--- src/rtl/dsp_addsub_simd.sv ---
// dsp_addsub_simd: SIMD signed add/sub with per-lane wrap or saturate,
// STAGES-deep pipeline sharing one valid/ready handshake.
module dsp_addsub_simd #(
  parameter int WIDTH  = 8,
  parameter int LANES  = 4,
  parameter int STAGES = 2
) (
  input  logic                   clock,
  input  logic                   reset,
  input  logic                   in_valid,
  output logic                   in_ready,
  input  logic                   op,
  input  logic                   sat,
  input  logic [WIDTH*LANES-1:0] a,
  input  logic [WIDTH*LANES-1:0] b,
  output logic                   out_valid,
  input  logic                   out_ready,
  output logic [WIDTH*LANES-1:0] y,
  output logic [LANES-1:0]       ovf
);
  localparam int WL = WIDTH * LANES;

  logic             en;
  logic [WL-1:0]    y_c;
  logic [LANES-1:0] ovf_c;

  // Each lane is sign-extended by one bit so carries never leak across lanes.
  for (genvar i = 0; i < LANES; i++) begin : g_lane
    logic [WIDTH:0]   sa;
    logic [WIDTH:0]   sb;
    logic [WIDTH:0]   s;
    logic [WIDTH-1:0] max_v;
    logic [WIDTH-1:0] min_v;
    logic [WIDTH-1:0] y_l;

    assign sa    = {a[i*WIDTH+WIDTH-1], a[i*WIDTH +: WIDTH]};
    assign sb    = {b[i*WIDTH+WIDTH-1], b[i*WIDTH +: WIDTH]};
    assign s     = op ? (sa - sb) : (sa + sb);
    assign max_v = {1'b0, {(WIDTH-1){1'b1}}};
    assign min_v = {1'b1, {(WIDTH-1){1'b0}}};

    assign ovf_c[i] = s[WIDTH] ^ s[WIDTH-1];
    assign y_l = (sat && ovf_c[i]) ? (s[WIDTH] ? min_v : max_v)
                                   : s[WIDTH-1:0];
    assign y_c[i*WIDTH +: WIDTH] = y_l;
  end

  logic [STAGES-1:0] vld;
  logic [WL-1:0]     yq [STAGES];
  logic [LANES-1:0]  oq [STAGES];

  assign out_valid = vld[STAGES-1];
  assign en        = out_ready | ~out_valid;
  assign in_ready  = en;
  assign y         = yq[STAGES-1];
  assign ovf       = oq[STAGES-1];

  // Whole pipe shifts in lockstep; bubbles travel like beats.
  always_ff @(posedge clock or posedge reset) begin
    if (reset) begin
      vld <= '0;
      for (int i = 0; i < STAGES; i++) begin
        yq[i] <= '0;
        oq[i] <= '0;
      end
    end else if (en) begin
      vld[0] <= in_valid;
      yq[0]  <= y_c;
      oq[0]  <= ovf_c;
      for (int i = 1; i < STAGES; i++) begin
        vld[i] <= vld[i-1];
        yq[i]  <= yq[i-1];
        oq[i]  <= oq[i-1];
      end
    end
  end

endmodule
--- config.mk ---
export PLATFORM = sky130hd
export DESIGN_NAME = dsp_addsub_simd
export DESIGN_NICKNAME = d
export VERILOG_FILES = /design/src/rtl/dsp_addsub_simd.sv
export SDC_FILE = /design/constraint.sdc
export NUM_CORES = 1
export LEC_CHECK = 0
export CORE_MARGIN = 4
export CORE_UTILIZATION = 35
export DETAILED_ROUTE_END_ITERATION = 16
export PLACE_DENSITY = 0.7
export SLEW_MARGIN = 20
export SYNTH_ARGS = -nofsm -noshare
export SYNTH_HDL_FRONTEND = slang
export SYNTH_SLANG_ARGS = --single-unit
--- constraint.sdc ---
create_clock -name clock -period 3.6 [get_ports clock]
set_clock_uncertainty 0.15 [all_clocks]
set_input_delay 0.72 -clock clock [delete_from_list [all_inputs] [get_ports clock]]
set_output_delay 0.72 -clock clock [all_outputs]
set_load 0.05 [all_outputs]
==> summary.md <==
| Metric | Value |
|---|---|
| Status | finished, final reports clean |
| Post-route cell area | 7945 um^2 |
| Crit path max fanout | 4 |
| Synthesis Warnings | 0 |
| Max Cap Viol | 0 |
| Setup crit end kind | flop |
| Post-Place Setup Slack | -0.3025 ns |
| Number of enable flip-flop cells after synthesis | 0 |
| All-Layer GR Usage | 14.46% |
| FF+latch count, synth | 74 |
| Reg2reg end | oq[4] |
| DRT Pass-1 Iters | 4 |
| Max Fclk | 288.8 MHz |
| Clock slew at reported path FFs | 0.05 ns |
| # DRC | 0 |
| Worst R2R Start | vld[1] |
| DR vias/cell | 4.684 |
| Synth area leader | dfrtp_1 |
| Slew @ Worst Pin | 0.6356 ns |
| Global-route wire length before repair | 22.08 mm |
| Net Count, Synth | 786 |
| Critical path arrival | 3.51 ns |
| Pin count of the biggest net entering global routing | 85 |
| WL/cell | 12.31 um |
| Part of the cycle the worst path needs | 96.20% |
| Detailed Place HPWL | 10.46 mm |
| Vias in the first global route | 4713 |
| Syn Inst Count | 676 |
| Number of buffers created by CTS | 9 |
| Post-Syn Area | 5597 um^2 |
| Largest cells by area after synthesis | dfrtp_1, nand2_1, ha_1 |
| Number of port buffers | 107 |
| Top FF cell, synth | dfrtp_1 |
| Seq/Total Area, Yosys | 33.09% |
| Initial drt markers | 276 |
| Final worst setup slack | 0.1370 ns |
| Number of diodes | 0 |
| Worst EP required | 3.65 ns |
| Clock latency on the worst-skew pair | 0.32 ns |
| LEAKAGE | 3.634 nW |
| Final setup fails | 0 |
| GR Overflow Total | 0 |
| Power Density | 593.1 nW/um^2 |
| Hold wc startpoint | vld[0] |
| H-tree depth | 3 |
| WS Path Type | input port to flop |
| Critical path launch point type | input port |
| Syn-to-layout area delta | 41.96% |
| Starting density of the core | 36.28% |
| Asr flop ratio synth | 100.0% |
| Core Rows | 45 |
| Antenna-violating nets left | 0 |
| Layout Nets | 962 |
| Final Hold Slack | 0.3061 ns |
| Placed inst area | 7476 um^2 |
| # hold bufs at CTS | 0 |
| GP Congestion | 0.8091 |
| Reg2reg path depth | 6 |
| Ports | 108 |
| Slew margin rel. | 57.56% |
| Worst VDD drop | 0.2126 mV |
| Reg2reg setup slack | 1.94 ns |
| CTS max path bufs | 2 |
| Die Footprint | 18080 um^2 |
| # clock sinks | 74 |
| Fill cells | 1480 |
| Share of post-route cells with drive strength above 1 | 20.65% |
| Hold Path Cell Cnt | 2 |
| Die H | 134.5 um |
| CTS tree | built |
| Routed vias | 5003 |
| Number of max-slew violations in the final report | 0 |
| Tmin final | 3.463 ns |
| Initial antenna violation count | 0 |
| Core ar. | 15430 um^2 |
| Netlist cell types | 64 |
| Final core utilization | 51.50% |
| Die width | 134.5 um |
| Final-report hold violation count | 0 |
| Syn Area/Cell | 8.279 um^2 |
| Min-Delay Endpoint | vld[0] |
| Synth top area share | 33.09% |
| Tot Pwr | 4.712 mW |
| DRT Wirelength | 13.15 mm |
| Root Driver | clkbuf_16 |
| Hold Crit Class | flop to flop |
[layout by cell type, fill, tap and decap left out, drive strengths merged, types with 12 or more instances in the layout]
cell	n
nand2	145
nor3	15
inv	29
a21oi	46
clkdlybuf4s50	104
xnor2	50
ha	36
nand3	12
clkbuf	14
o21ai	31
dfrtp	74
a31oi	12
buf	120
nor2	55
[cells by family after synthesis]
group / share of synthesized area, %
AOI/OAI and AO/OA: 18.33
xor gates and xnor gates: 9.658
adders and majority gates: 9.479
buffers and inverters: 8.495
DFF: 33.09
muxes: 0.7154
and+or+nand+nor: 20.23
[synth_stat cells, types with 6 or more instances]
cell type,number
nand2_1,145
o21ai_0,11
inv_1,29
o21ai_1,20
nor2_1,54
nor3_1,15
xor2_1,7
dfrtp_1,74
nand2b_1,7
a21o_1,6
a221o_1,8
a31oi_1,12
ha_1,36
a21oi_1,44
buf_4,36
xnor2_1,46
clkbuf_1,20
nand3_1,12
[area by class of cell]
type / count / area, um^2 / area share [%]
multi-input cells: 512 / 3413 / 42.96
clock buffers: 14 / 264.0 / 3.323
clock inverters: 2 / 35.03 / 0.4409
repair buffers: 226 / 2008 / 25.28
inverters: 29 / 108.9 / 1.370
flip-flops and latches: 74 / 1852 / 23.31
well taps: 211 / 264.0 / 3.323
[worst max-delay path, cell delays in order]
cell             delay, ns
clkdlybuf4s50_1       0.47
inv_1                 0.06
ha_2                  0.20
a21oi_2               0.14
xnor2_1               0.15
ha_1                  0.29
a21o_1                0.21
buf_4                 0.14
a21oi_1               0.16
o21ai_1               0.10
a211oi_2              0.30
buf_4                 0.17
a21oi_2               0.06
a221o_1               0.34
[sequential cells by signal (all words and copies together), names as in the netlist]
| register | cells |
|---|---|
| yq | 32 |
| y | 32 |
| vld | 2 |
| ovf | 4 |
| oq | 4 |
[report_power, final]
group	switching, mW	leakage [nW]	total [mW]	internal, mW
logic	1.41	2.61	2.48	1.07
registers	0.184	0.880	1.35	1.16
clock network	0.312	0.147	0.886	0.574
total	1.91	3.63	4.71	2.81
[routing by layer]
metal	vias to the layer above	global-route usage [%]	routed length [um]
met4	0	3.846	107
met5	-	0	0
met3	6	2.385	509
met1	2243	22.24	7062
li1	2654	-	-
met2	100	20.92	5467
[repair_timing]
action	4_1_cts	5_1_grt
gates resized for setup	0	31
endpoints found under the setup margin	0	32
buffers inserted	0	4
[metrics by stage]
step	setup TNS (ns)	instances
after floorplan	0	676
after global placement	-5.205	1048
after detailed placement	-7.238	1048
after CTS	0	1064
after global routing	-0.1760	1068
final	0	1068
[worst max-delay path by stage]
| stage | startpoint | slack [ns] | to |
|---|---|---|---|
| after floorplan | op | 0.004 | yq[35] |
| after global placement | b[0] | -0.23 | yq[36] |
| after detailed placement | b[0] | -0.30 | yq[36] |
| after CTS | b[0] | 0.009 | yq[34] |
| after global routing | b[18] | -0.05 | yq[48] |
| final | b[0] | 0.14 | yq[35] |
No activity file was read; power rests on OpenSTA's default activity.
